[src/rtl/PKG_pwm.sv]
// Shared PWM type definitions used by the carrier generator and its consumers.
package PKG_pwm;

  typedef enum logic [1:0] {
    NO_COUNT     = 2'd0,
    COUNT_UP     = 2'd1,
    COUNT_DOWN   = 2'd2,
    COUNT_UPDOWN = 2'd3
  } _count_mode;

  typedef enum logic {
    PWM_OFF = 1'b0,
    PWM_ON  = 1'b1
  } _pwm_onoff;

endpackage

[src/rtl/pwm_compare_dt.sv]
// Carrier comparator with shadow-buffered compare value and dead-time insertion,
// driving one complementary high/low gate pair.
module pwm_compare_dt
  import PKG_pwm::*;
#(
  parameter int unsigned CW  = 16,
  parameter int unsigned DTW = 10
) (
  input  logic           clk,
  input  logic           reset,
  input  logic [CW-1:0]  carrier,
  input  logic [CW-1:0]  period,
  input  logic [CW-1:0]  compare,
  input  logic [1:0]     update_mode,
  input  logic [DTW-1:0] deadtime,
  input  _count_mode     count_mode,
  input  _pwm_onoff      pwm_onoff,
  output logic           pwm_h,
  output logic           pwm_l,
  output logic [CW-1:0]  compare_active,
  output logic           zero_evt,
  output logic           peak_evt
);

  typedef enum logic [2:0] {
    StOff = 3'd0,
    StDtH = 3'd1,
    StHOn = 3'd2,
    StDtL = 3'd3,
    StLOn = 3'd4
  } state_e;

  state_e         state_q, state_d;
  logic [DTW-1:0] dt_cnt_q, dt_cnt_d;
  logic           pwm_h_q, pwm_h_d;
  logic           pwm_l_q, pwm_l_d;
  logic [CW-1:0]  carrier_q;
  logic [CW-1:0]  compare_active_q, compare_active_d;
  logic           zero_evt_q, zero_evt_d;
  logic           peak_evt_q, peak_evt_d;
  logic           cmp_q, cmp_d;

  logic           enable;
  logic [CW-1:0]  period_m1;
  logic           zero_cond;
  logic           peak_cond;
  logic           load;

  // Event detection and shadow load
  always_comb begin
    enable    = (pwm_onoff == PWM_ON) && (count_mode != NO_COUNT) && (period != '0);
    period_m1 = period - CW'(1);
    zero_cond = (carrier == '0) && (carrier_q != '0);
    peak_cond = (carrier >= period_m1) && (carrier_q < period_m1);

    unique case (update_mode)
      2'd0:    load = zero_cond;
      2'd1:    load = peak_cond;
      2'd2:    load = zero_cond || peak_cond;
      default: load = 1'b1;
    endcase

    zero_evt_d       = zero_cond;
    peak_evt_d       = peak_cond;
    compare_active_d = load ? compare : compare_active_q;
    // Uses the compare value in force before this edge's shadow load.
    cmp_d            = enable && (carrier < compare_active_q);
  end

  // Dead-time state machine
  always_comb begin
    state_d  = state_q;
    dt_cnt_d = dt_cnt_q;
    pwm_h_d  = pwm_h_q;
    pwm_l_d  = pwm_l_q;

    if (!enable) begin
      state_d = StOff;
      pwm_h_d = 1'b0;
      pwm_l_d = 1'b0;
    end else begin
      unique case (state_q)
        StOff: begin
          pwm_h_d  = 1'b0;
          pwm_l_d  = 1'b0;
          dt_cnt_d = deadtime;
          state_d  = cmp_q ? StDtH : StDtL;
        end

        StDtH: begin
          pwm_h_d = 1'b0;
          pwm_l_d = 1'b0;
          if (!cmp_q) begin
            dt_cnt_d = deadtime;
            state_d  = StDtL;
          end else if (dt_cnt_q == '0) begin
            pwm_h_d = 1'b1;
            state_d = StHOn;
          end else begin
            dt_cnt_d = dt_cnt_q - DTW'(1);
          end
        end

        StDtL: begin
          pwm_h_d = 1'b0;
          pwm_l_d = 1'b0;
          if (cmp_q) begin
            dt_cnt_d = deadtime;
            state_d  = StDtH;
          end else if (dt_cnt_q == '0) begin
            pwm_l_d = 1'b1;
            state_d = StLOn;
          end else begin
            dt_cnt_d = dt_cnt_q - DTW'(1);
          end
        end

        StHOn: begin
          pwm_l_d = 1'b0;
          if (!cmp_q) begin
            pwm_h_d  = 1'b0;
            dt_cnt_d = deadtime;
            state_d  = StDtL;
          end
        end

        StLOn: begin
          pwm_h_d = 1'b0;
          if (cmp_q) begin
            pwm_l_d  = 1'b0;
            dt_cnt_d = deadtime;
            state_d  = StDtH;
          end
        end

        default: begin
          pwm_h_d = 1'b0;
          pwm_l_d = 1'b0;
          state_d = StOff;
        end
      endcase
    end
  end

  always_ff @(posedge clk or negedge reset) begin
    if (!reset) begin
      state_q          <= StOff;
      dt_cnt_q         <= '0;
      pwm_h_q          <= 1'b0;
      pwm_l_q          <= 1'b0;
      carrier_q        <= '0;
      compare_active_q <= '0;
      zero_evt_q       <= 1'b0;
      peak_evt_q       <= 1'b0;
      cmp_q            <= 1'b0;
    end else begin
      state_q          <= state_d;
      dt_cnt_q         <= dt_cnt_d;
      pwm_h_q          <= pwm_h_d;
      pwm_l_q          <= pwm_l_d;
      carrier_q        <= carrier;
      compare_active_q <= compare_active_d;
      zero_evt_q       <= zero_evt_d;
      peak_evt_q       <= peak_evt_d;
      cmp_q            <= cmp_d;
    end
  end

  assign pwm_h          = pwm_h_q;
  assign pwm_l          = pwm_l_q;
  assign compare_active = compare_active_q;
  assign zero_evt       = zero_evt_q;
  assign peak_evt       = peak_evt_q;

  // Shoot-through guard: the gate pair must never be driven high together.
  assert property (@(posedge clk) disable iff (!reset) !(pwm_h_q && pwm_l_q));

endmodule

[config.mk]
export PLATFORM = sky130hd
export DESIGN_NAME = pwm_compare_dt
export DESIGN_NICKNAME = d
export VERILOG_FILES = /design/src/rtl/PKG_pwm.sv /design/src/rtl/pwm_compare_dt.sv
export SDC_FILE = /design/constraint.sdc
export NUM_CORES = 1
export LEC_CHECK = 0
export BUFFER_PORTS_ARGS = -buffer_cell sky130_fd_sc_hd__buf_2
export CAP_MARGIN = 20
export CORE_ASPECT_RATIO = 0.6
export CORE_MARGIN = 2
export CORE_UTILIZATION = 40
export DETAILED_ROUTE_END_ITERATION = 8
export PLACE_DENSITY = 0.69
export SLEW_MARGIN = 5
export SYNTH_ARGS = -nofsm -noshare
export SYNTH_HDL_FRONTEND = slang
export SYNTH_SLANG_ARGS = --single-unit
[constraint.sdc]
create_clock -name clk -period 7.5 [get_ports clk]
set_input_delay 0.75 -clock clk [delete_from_list [all_inputs] [get_ports clk]]
set_output_delay 0.75 -clock clk [all_outputs]
set_load 0.05 [all_outputs]
==> results of run 1 <==
## metal layers
layer / share of wire [%] / track usage (%) / vias to the layer above
met5: 0 / 0 / -
met4: 0.49 / 3.59 / 0
met3: 7.6 / 4.17 / 7
met2: 40 / 30.1 / 142
met1: 51 / 33.1 / 1766
li1: - / - / 1784
## tightest hold or removal path: stages (launching register included)
cell and delay (ns):
dfrtp_1 0.35, o21ai_0 0.07, o21ai_0 0.07
## sequential cells by signal, summed over array words and instances (netlist names)
signal,cells
carrier_q,16
compare_active,16
cmp_q,1
pwm_l,1
state_q,3
pwm_h,1
peak_evt,1
dt_cnt_q,10
zero_evt,1
## synth_stat cells (10+ instances only)
cell type and instances:
a21o_1 12, a21oi_1 15, clkbuf_1 13, dfrtp_1 50
ha_1 46, inv_1 22, nand2_1 12, nand3_1 24
nor2_1 26, nor3_1 22, nor4_1 16, o211ai_1 24
o211ai_2 12, o21ai_0 40, xnor2_1 10
## placed cells by master (no fill, tap or decap), drive strengths merged, types with 3 or more instances in the layout
master / instances
nand2: 13
nor3b: 4
a211oi: 7
a22oi: 3
nor2b: 6
dfrtp: 50
o211ai: 37
o21ai: 42
ha: 46
buf: 88
inv: 22
nor2: 26
nand2b: 7
clkbuf: 6
a21oi: 15
or3: 5
nor3: 22
and3: 4
and2: 5
nand3: 25
a21o: 12
nor4: 16
xnor2: 10
a31oi: 3
xor2: 3
## power groups by stage
| stage | Sequential [mW] | Combinational, mW | Clock (mW) |
|---|---|---|---|
| 4_1_cts | 0.336 | 0.318 | 0.300 |
| 3_3_place_gp | 0.339 | 0.306 | 0 |
| 5_1_grt | 0.342 | 0.352 | 0.310 |
| 6_report | 0.337 | 0.320 | 0.295 |
| 2_1_floorplan | 0.389 | 0.168 | 0 |
| 3_5_place_dp | 0.341 | 0.316 | 0 |
## cells by family (layout without fill, tap and decap cells)
group	after synthesis	in the layout
compound gates	138	138
xor+xnor	14	14
fa+ha+maj	46	46
buf+inv	41	118
flops	50	50
simple gates	140	140
## worst paths after layout
check / startpoint / end / slack, ns
hold reg to reg: dt_cnt_q[6] / dt_cnt_q[6] / 0.52
hold / removal: dt_cnt_q[6] / dt_cnt_q[6] / 0.52
setup reg to reg: dt_cnt_q[3] / dt_cnt_q[0] / 4.54
max in group asynchronous: reset / compare_active[0] / 6.51
setup / recovery: period[2] / compare_active[2] / 2.58
min in group asynchronous: reset / dt_cnt_q[7] / 0.55
## area by class of cell
type	instances	area [um2]	area share (%)
multi-input combinational	338	2500	53.8
clock inverter	2	60.1	1.29
sequential	50	1250	26.9
tap	130	163	3.50
timing repair buffer	88	450	9.69
clock buffer	6	139	2.99
inverter	22	82.6	1.78
## metrics by stage
| stage | util, % | std cells | hold WS [ns] | power, mW | instance area (um2) |
|---|---|---|---|---|---|
| after global placement | 47.5 | 628 | 0.508 | 0.645 | 4450 |
| final | 49.7 | 636 | 0.525 | 0.951 | 4650 |
| after CTS | 49.7 | 636 | 0.533 | 0.954 | 4650 |
| after floorplan | - | 429 | 0.454 | 0.556 | 3920 |
| after global routing | 49.7 | 636 | 0.580 | 1.00 | 4650 |
| after detailed placement | 47.5 | 628 | 0.518 | 0.656 | 4450 |
==> summary.txt, run 1 <==
Outcome
  • Outcome: complete, no violations

Yosys
  • Largest family of logic cells by synthesized area: compound AO/OA/AOI/OAI gates
  • Synthesized area: ~3900 um2
  • Top FF cell, synth: dfrtp_1
  • Asr flop ratio synth: 100%
  • Synthesized area per cell: 9.14 um2
  • Post-synthesis compound-gate area fraction: 26.4%
  • Seq/Total Area, Yosys: 31.9%
  • Xor-xnor portion of the synthesized cell area: 3.48%
  • Syn nets: 540
  • Mapped Cells: roughly 430
  • Synth Area in Simple Gates: 19.2%
  • Post-synthesis mux area share: 0%
  • Largest cells by area after synthesis: dfrtp_1 (32%), ha_1 (15%), o21ai_0 (5.1%)
  • EDFF count, synth: 0
  • Yosys top cell area share: 31.9%
  • Synth Area in Adders: 14.7%
  • Synth Register Bits: 50
  • Warnings, synthesis: 0
  • Unique masters post-synth: 53
  • Yosys top cell by area: dfrtp_1

Critical path
  • WP data required: between 7 and 8 ns
  • Worst setup SP type: input pin
  • Worst path bufs/invs: 1
  • CP arrival: 5.07 ns
  • Reg2reg path depth: 7
  • Critical Path Max Stage Delay: 0.55 ns
  • Cell chain of the critical path: buf_2 -> nor3_1 -> nor3b_1 -> nand2_1 -> or3_1 -> nor4_1 -> xnor2_1 -> ha_1 -> and2_1 -> a221oi_1 -> nor3b_1 -> nand2_2 -> o211ai_2 -> o21a_4 -> o211ai_1
  • Critical path fanouts, max: 17
  • Crit end category: flip-flop
  • Worst path depth: 15
  • Slowest-stage cell, CP: o211ai_2
  • Most used cell, CP: nor3b_1
  • Critical path class: in2reg
  • CP top delay family: simple AND/OR/NAND/NOR gates

Placement
  • GPL Wtd Cong: 0.846
  • # port buffers: between 80 and 90
  • Post-DP HPWL: about 8500 um
  • Pre-CTS WS: 2.31 ns

Drt
  • Total number of vias: around 3,700
  • Routed vias/inst: 5.82
  • Initial drt markers: 208
  • Final wirelength: 11,000 um
  • Pre-antenna DRT Iters: 5
  • Wirelength per Cell: about 17 um
  • ANT nets after route: 0
  • # DRC: 0

Cells and area
  • Area delta synth->final: 18.5%
  • Final #Nets: between 600 and 700
  • Antenna diode count: 0
  • Layout filler cell count: around 860
  • Share of cells above drive strength 1: 23.9%

CTS
  • Clock Path Buffers: 2
  • Clk pin slew, worst setup/hold paths: 0.06 ns
  • Post-CTS Resized: 0
  • CTS buffer count: 5
  • H-tree lvl count: 2
  • CTS tree: done
  • Skew-Pair Late Insertion Delay: 0.28 ns
  • Post-CTS Setup Inserts: 0
  • # hold bufs at CTS: 0
  • Clock Sinks: 50
  • Root Driver: clkbuf_16

Pwr
  • Internal: between 0.6 and 0.7 mW
  • Sequential share of power: 35.4%
  • Sw frac: 35.3%
  • NetSw: ~0.34 mW
  • Comb power frac: between 30% and 40%
  • Max rail drop VDD: 124 uV
  • LEAKAGE: 2.15 nW
  • Power Density: 205 nW/um2
  • Clock share of power: 31.0%

Timing
  • Fin Setup TNS: 0 ns
  • Setup Skew: between 0.005 and 0.006 ns
  • Relative slew slack: 41.6%
  • Minimum clock period: between 4 and 5 ns
  • Worst-Margin Slew: between 0.8 and 0.9 ns
  • RSZ-0062 raised after global routing: no
  • Final setup viols: 0
  • Fmax: 203 MHz
  • Final Hold Viols: 0
  • Slew Viols, Final: 0
  • Tcrit/Tclk final: between 60% and 70%
  • Final worst slack: between 2 and 3 ns

Global route
  • Vias in the first global route: 3,471
  • Total grt overflow: 0
  • Tot GR Track Use: 21.2%
  • First-pass GRT wire length: 17,900 um
  • Initial antenna violation count: 0
  • Largest net degree at the start of global routing: a little over 50

Floorplan
  • Starting Density: 41.9%
  • Core box area: 9360 um2
  • Top Ports: 85
  • Chip width: 132 um
  • FP Rows: 27
  • Die Ht: 80.7 um
  • Die area: 10,600 um2

Min path
  • Hold Crit Depth: 2
  • Worst hold-check path type: reg2reg

Flow run
  • MaxCap Viol Count: 0
No activity file was read; power rests on OpenSTA's default activity.
==> run 2: changes to the inputs <==
--- a/config.mk
+++ b/config.mk
@@ -11,7 +11,7 @@
 export CORE_MARGIN = 2
 export CORE_UTILIZATION = 40
 export DETAILED_ROUTE_END_ITERATION = 8
-export PLACE_DENSITY = 0.69
+export PLACE_DENSITY = 0.71
 export SLEW_MARGIN = 5
 export SYNTH_ARGS = -nofsm -noshare
 export SYNTH_HDL_FRONTEND = slang
==> constraint.sdc (replaced) <==
create_clock -name clk -period 4.5 [get_ports clk]
set_input_delay 0.45 -clock clk [delete_from_list [all_inputs] [get_ports clk]]
set_output_delay 0.45 -clock clk [all_outputs]
set_load 0.05 [all_outputs]
==> run 2 against run 1 <==
  * Count of clock-buffer cells in the layout is 1 lower
  * Sequential share of layout area decreased by 0.058 points
  * Wire length fell by 0.62%
  * Critical path depth unchanged
  * Flip-flop and latch count is the same
  * Critical path type unchanged
  * Largest power group unchanged
  * Global-route usage down 0.49 points
  * Register-to-register slack worse by 2.8 ns
  * First-iteration DRC count is 1.9% higher
==> summary.txt, run 2 (synthesis results as in run 1) <==
CTS
  • Clk pin slew, worst setup/hold paths: 0.07 ns (about the same)
  • CTS tree: done
  • Root Driver: clkbuf_16
  • Clock Sinks: 50 (unchanged)
  • Post-CTS Setup Inserts: 0 (unchanged)
  • # hold bufs at CTS: 0 (unchanged)
  • CTS buffer count: 5 (unchanged)
  • Clock Path Buffers: 2 (unchanged)
  • Post-CTS Resized: 0 (unchanged)
  • H-tree lvl count: 2 (unchanged)
  • Skew-Pair Late Insertion Delay: 0.30 ns (+0.02 ns)

Global route
  • First-pass GRT wire length: 17,500 um (-1.9%)
  • Initial antenna violation count: 0 (unchanged)
  • Vias in the first global route: 3,444 (-0.78%)
  • Total grt overflow: 0 (unchanged)
  • Tot GR Track Use: 20.8% (-0.49 points)
  • Largest net degree at the start of global routing: 51 (unchanged)

Timing
  • Tcrit/Tclk final: 90.5%
  • Fin Setup TNS: 0 ns (unchanged)
  • Slew Viols, Final: 0 (unchanged)
  • Setup Skew: 0.00972 ns (+0.00395 ns)
  • Final setup viols: 0 (unchanged)
  • RSZ-0062 raised after global routing: no
  • Final Hold Viols: 0 (unchanged)
  • Worst-Margin Slew: 0.777 ns (-0.0908 ns)
  • Minimum clock period: 4.07 ns
  • Relative slew slack: 48.0% (+6.4 points)
  • Fmax: between 200 and 250 MHz

Pwr
  • Power Density: 318 nW/um2 (+55%)
  • Sw frac: 38.9% (+3.5 points)
  • Clock share of power: 25.7% (-5.3 points)
  • Power, Total: 1.48 mW (+56%)
  • NetSw: 0.576 mW (+71%)
  • Comb power frac: 36.4% (+2.8 points)
  • LEAKAGE: 2.16 nW (+0.37%)
  • Sequential share of power: 37.9% (+2.5 points)
  • Max rail drop VDD: 209 uV (+68%)
  • Internal: 0.905 mW (+47%)

Drt
  • Final wirelength: 10,900 um (-0.62%)
  • # DRC: 0 (unchanged)
  • Wirelength per Cell: 17.0 um (-1.5%)
  • Initial drt markers: 212 (+1.9%)
  • ANT nets after route: 0 (unchanged)
  • Pre-antenna DRT Iters: 5 (unchanged)
  • Routed vias/inst: 5.71 (-1.9%)
  • Total number of vias: 3,663 (-0.97%)

Critical path
  • Crit end category: flip-flop
  • Critical path fanouts, max: 16 (-1)
  • Critical path class: in2reg
  • Worst setup SP type: input pin
  • CP arrival: 4.24 ns (-0.83 ns)
  • WP data required: 4.67 ns (-2.98 ns)

Floorplan
  • Die Ht: 80.7 um (unchanged)
  • Starting Density: 41.9% (unchanged)
  • Top Ports: 85 (unchanged)
  • FP Rows: 27 (unchanged)
  • Die area: 10,600 um2 (unchanged)
  • Chip width: 132 um (unchanged)
  • Core box area: 9360 um2 (unchanged)

Cells and area
  • Most common cell after layout, fill and taps aside: buf_2
  • Share of cells above drive strength 1: 25.0% (+1.1 points)
  • Most frequent cells in the layout: buf_2 (84), dfrtp_1 (50), ha_1 (46)
  • Area delta synth->final: 18.8%
  • Layout filler cell count: 872 (+1.5%)
  • Antenna diode count: 0 (unchanged)
  • Final #Nets: 622 (+0.97%)
  • Post-layout util: 49.8% (+0.11 points)

Placement
  • Post-DP HPWL: 8440 um (-0.68%)
  • # port buffers: 84 (unchanged)
  • GPL Wtd Cong: 0.857 (+1.2%)

Flow run
  • MaxCap Viol Count: 0 (unchanged)

Outcome
  • Outcome: complete, no violations

Min path
  • Worst hold-check path type: in2async
==> run 2: cell types whose count changed in the layout (fill, tap and decap cells not counted), sizes merged <==
| cell | before | now |
|---|---|---|
| bufinv | 2 | 0 |
| clkinv | 0 | 2 |
| buf | 88 | 94 |
| clkbuf | 6 | 5 |
| clkinvlp | 0 | 1 |
==> run 2: cell type report <==
| type | count | area (um2) | share of cell area, % |
|---|---|---|---|
| clock buffer | 5 | 125 | 2.69 |
| clock inverter | 3 | 21.3 | 0.457 |
| inverter | 22 | 82.6 | 1.77 |
| multi-input combinational | 338 | 2510 | 53.8 |
| sequential | 50 | 1250 | 26.9 |
| tap | 130 | 163 | 3.49 |
| timing repair buffer | 94 | 508 | 10.9 |
==> run 2: stage by stage <==
stage	instance area (um2)	instances	hold slack, ns	worst slack [ns]
6_report	4660	642	0.251	0.427
5_1_grt	4660	642	0.321	0.0768
4_1_cts	4650	642	0.296	0.323
3_5_place_dp	4510	634	0.512	0.0295
3_3_place_gp	4510	634	0.496	0.196
2_1_floorplan	3920	429	0.154	0.499
==> run 2: power groups by stage <==
stage          Combinational, mW  Clock, mW  Sequential [mW]
6_report                   0.539      0.380            0.561
4_1_cts                    0.538      0.382            0.560
3_5_place_dp               0.535          0            0.568
5_1_grt                    0.593      0.401            0.570
2_1_floorplan              0.279          0            0.648
3_3_place_gp               0.517          0            0.565
==> run 2: layer usage <==
layer	wire, um	global-route usage [%]	up-vias
met2	4280	28.8	149
met1	5730	32.6	1714
met4	63	3.70	0
li1	-	-	1793
met5	0	0	-
met3	837	4.17	7
==> run 2: final timing paths <==
check	startpoint	to	slack, ns	cells past startpoint
hold reg to reg	dt_cnt_q[6]	dt_cnt_q[6]	0.52	2
min in group clk	carrier[13]	carrier_q[13]	0.32	1
setup / recovery	period[2]	compare_active[0]	0.43	15
max in group asynchronous	reset	peak_evt	3.80	2
setup reg to reg	carrier_q[1]	compare_active[12]	1.71	8
hold / removal	reset	dt_cnt_q[8]	0.25	2
==> run 2: worst max-delay path, stage by stage <==
cell and delay, ns:
buf_2 0.13, nor3_1 0.29, nor3b_1 0.38, nand2_1 0.18, or3_1 0.40, nor4_1 0.24, xnor2_1 0.20, ha_1 0.28
and2_1 0.18, a221oi_1 0.40, nor3b_2 0.31, nand2_2 0.11, o211ai_2 0.22, o21a_4 0.31, o211ai_1 0.14
==> run 3: changes to the inputs <==
--- a/config.mk
+++ b/config.mk
@@ -10,8 +10,8 @@
 export CORE_ASPECT_RATIO = 0.6
 export CORE_MARGIN = 2
 export CORE_UTILIZATION = 40
+export CTS_BUF_LIST = sky130_fd_sc_hd__clkbuf_8
 export DETAILED_ROUTE_END_ITERATION = 8
-export PLACE_DENSITY = 0.71
 export SLEW_MARGIN = 5
 export SYNTH_ARGS = -nofsm -noshare
 export SYNTH_HDL_FRONTEND = slang
==> run 3 against run 2 <==
  * Worst setup slack improved by 0.0046 ns
  * Flip-flop and latch count unchanged
  * Critical path depth increased by 1
  * Total power decreased by 7.2%
  * Count of clock-buffer cells in the layout increased by 1
  * Combinational power about the same
  * Worst hold slack got worse by 0.010 ns
  * First-iteration DRC count increased by 26%
  * Wire length increased by 2.3%
  * Via count decreased by 0.33%
  * Sequential share of layout area increased by 0.23 points
  * Sequential power about the same
  * Critical path type unchanged
  * Largest cell class unchanged
  * Highest routed layer unchanged
==> summary.txt, run 3 (synthesis results as in run 1) <==
Outcome
  • Outcome: complete, no violations

Cells and area
  • Layout filler cell count: 946 (+8.5%)
  • Antenna diode count: 0 (unchanged)
  • Final #Nets: 623 (+0.16%)
  • Most frequent cells in the layout: buf_2 (84), dfrtp_1 (50), ha_1 (46)
  • Most common cell after layout, fill and taps aside: buf_2
  • Area delta synth->final: 17.8%
  • Share of cells above drive strength 1: 24.8% (-0.24 points)

Drt
  • Initial drt markers: 268 (+26%)
  • ANT nets after route: 0 (unchanged)
  • Total number of vias: 3,651 (-0.33%)
  • Wirelength per Cell: 17.4 um (+2.2%)
  • Final wirelength: 11,200 um (+2.3%)
  • Pre-antenna DRT Iters: 4 (-1)
  • # DRC: 0 (unchanged)
  • Routed vias/inst: 5.68 (-0.48%)

Floorplan
  • Chip width: 132 um (unchanged)
  • Starting Density: 41.9% (unchanged)
  • Core box area: 9360 um2 (unchanged)
  • Die area: 10,600 um2 (unchanged)
  • FP Rows: 27 (unchanged)
  • Die Ht: 80.7 um (unchanged)
  • Top Ports: 85 (unchanged)

Critical path
  • Worst reg2reg setup slack: 1.87 ns (+0.16 ns)
  • WP data required: 4.69 ns (+0.02 ns)
  • CP arrival: 4.26 ns (+0.02 ns)
  • Worst setup SP type: input pin
  • Critical path class: in2reg
  • Critical path fanouts, max: 17 (+1)
  • Crit end category: flip-flop

Global route
  • Total grt overflow: 0 (unchanged)
  • Tot GR Track Use: 21.9% (+1.1 points)
  • Initial antenna violation count: 0 (unchanged)
  • Largest net degree at the start of global routing: 51 (unchanged)
  • First-pass GRT wire length: 18,300 um (+4.4%)
  • Vias in the first global route: 3,397 (-1.4%)

Timing
  • Fin Setup TNS: 0 ns (unchanged)
  • Relative slew slack: 56.4% (+8.3 points)
  • RSZ-0062 raised after global routing: no
  • Final Hold Viols: 0 (unchanged)
  • Tcrit/Tclk final: 90.4% (-0.10 points)
  • Setup Skew: 0.00399 ns (-0.00574 ns)
  • Worst-Margin Slew: 0.654 ns (-0.123 ns)
  • Final worst slack: 0.432 ns (+0.00456 ns)
  • Minimum clock period: 4.07 ns (-0.00456 ns)
  • Final setup viols: 0 (unchanged)
  • WHS: 0.240 ns (-0.0104 ns)
  • Slew Viols, Final: 0 (unchanged)
  • Fmax: 246 MHz (+0.11%)

Min path
  • Worst hold-check path type: in2async

Pwr
  • Max rail drop VDD: 152 uV (-27%)
  • Power Density: 298 nW/um2 (-6.4%)
  • LEAKAGE: 2.15 nW (-0.47%)

CTS
  • Post-CTS Setup Inserts: 0 (unchanged)
  • Root Driver: clkbuf_8
  • Post-CTS Resized: 0 (unchanged)
  • Clock Path Buffers: 2 (unchanged)
  • CTS tree: done
  • # hold bufs at CTS: 0 (unchanged)
  • Skew-Pair Late Insertion Delay: 0.31 ns (about the same)
  • Clock Sinks: 50 (unchanged)
  • Clk pin slew, worst setup/hold paths: 0.09 ns (+0.02 ns)
  • CTS buffer count: 5 (unchanged)
  • H-tree lvl count: 2 (unchanged)

Placement
  • Post-DP HPWL: 8550 um (+1.4%)
  • Pre-CTS WS: 0.122 ns (+0.0923 ns)
  • # port buffers: 84 (unchanged)
  • GPL Wtd Cong: 0.857 (about the same)

Flow run
  • MaxCap Viol Count: 0 (unchanged)
## run 3: changes by cell type in the layout (fill, tap and decap cells not counted)
| cell | delta |
|---|---|
| clkbuf_16 | -5 |
| clkbuf_8 | +6 |
| clkinv_4 | -1 |
| nor3b_2 | -1 |
| inv_1 | +1 |
| clkinvlp_4 | -1 |
| nor3b_1 | +1 |
| buf_12 | +1 |
## run 3: final timing paths
| path | start | to | cells past startpoint |
|---|---|---|---|
| max in group asynchronous | reset | compare_active[11] | 2 |
| worst max register to register | carrier_q[5] | compare_active[6] | 9 |
| worst min-delay path | reset | state_q[1] | 2 |
| worst max-delay path | period[0] | compare_active[5] | 16 |
| worst min register to register | dt_cnt_q[6] | dt_cnt_q[6] | 2 |
| min in group clk | carrier[14] | carrier_q[14] | 1 |
## run 3: power by group
part,switching (mW),leakage (nW),internal [mW]
clock,0.150,0.0524,0.122
combinational,0.347,1.49,0.195
sequential,0.0537,0.608,0.506
## run 3: worst max-delay path: stages
cell and delay [ns]:
buf_2 0.11, inv_1 0.07, ha_1 0.20, or4b_4 0.53, or4_4 0.48, nor4_1 0.25, xnor2_1 0.17, ha_1 0.30
nand2_1 0.08, o31ai_1 0.31, nor2_1 0.07, nor3_1 0.30, buf_4 0.19, o21a_4 0.25, o21a_4 0.35, o211ai_1 0.15
## run 3: metrics by stage
stage	instance area (um2)	instances	power, mW	utilization (%)
floorplan	3920	429	0.927	-
finish	4620	643	1.37	49.3
global placement	4530	635	1.09	48.4
CTS	4620	643	1.38	49.3
global route	4620	643	1.47	49.3
detailed placement	4530	635	1.11	48.4
## run 3: cell type report
type	count	area, um2	area share, %
inverters	22	82.6	1.79
clock buffers	6	82.6	1.79
clock inverters	2	8.76	0.190
flip-flops and latches	50	1250	27.1
repair buffers	95	528	11.4
well taps	130	163	3.52
multi-input cells	338	2500	54.2
## run 3: metal layers
| layer | GRT usage, % | part of all wire (%) | vias to the layer above | routed length, um |
|---|---|---|---|---|
| met5 | 0 | 0 | - | 0 |
| met4 | 3.26 | 0.53 | 0 | 59 |
| met3 | 4.29 | 6.4 | 7 | 717 |
| met2 | 30.2 | 39 | 128 | 4390 |
| met1 | 34.9 | 54 | 1725 | 6000 |
| li1 | - | - | 1791 | - |
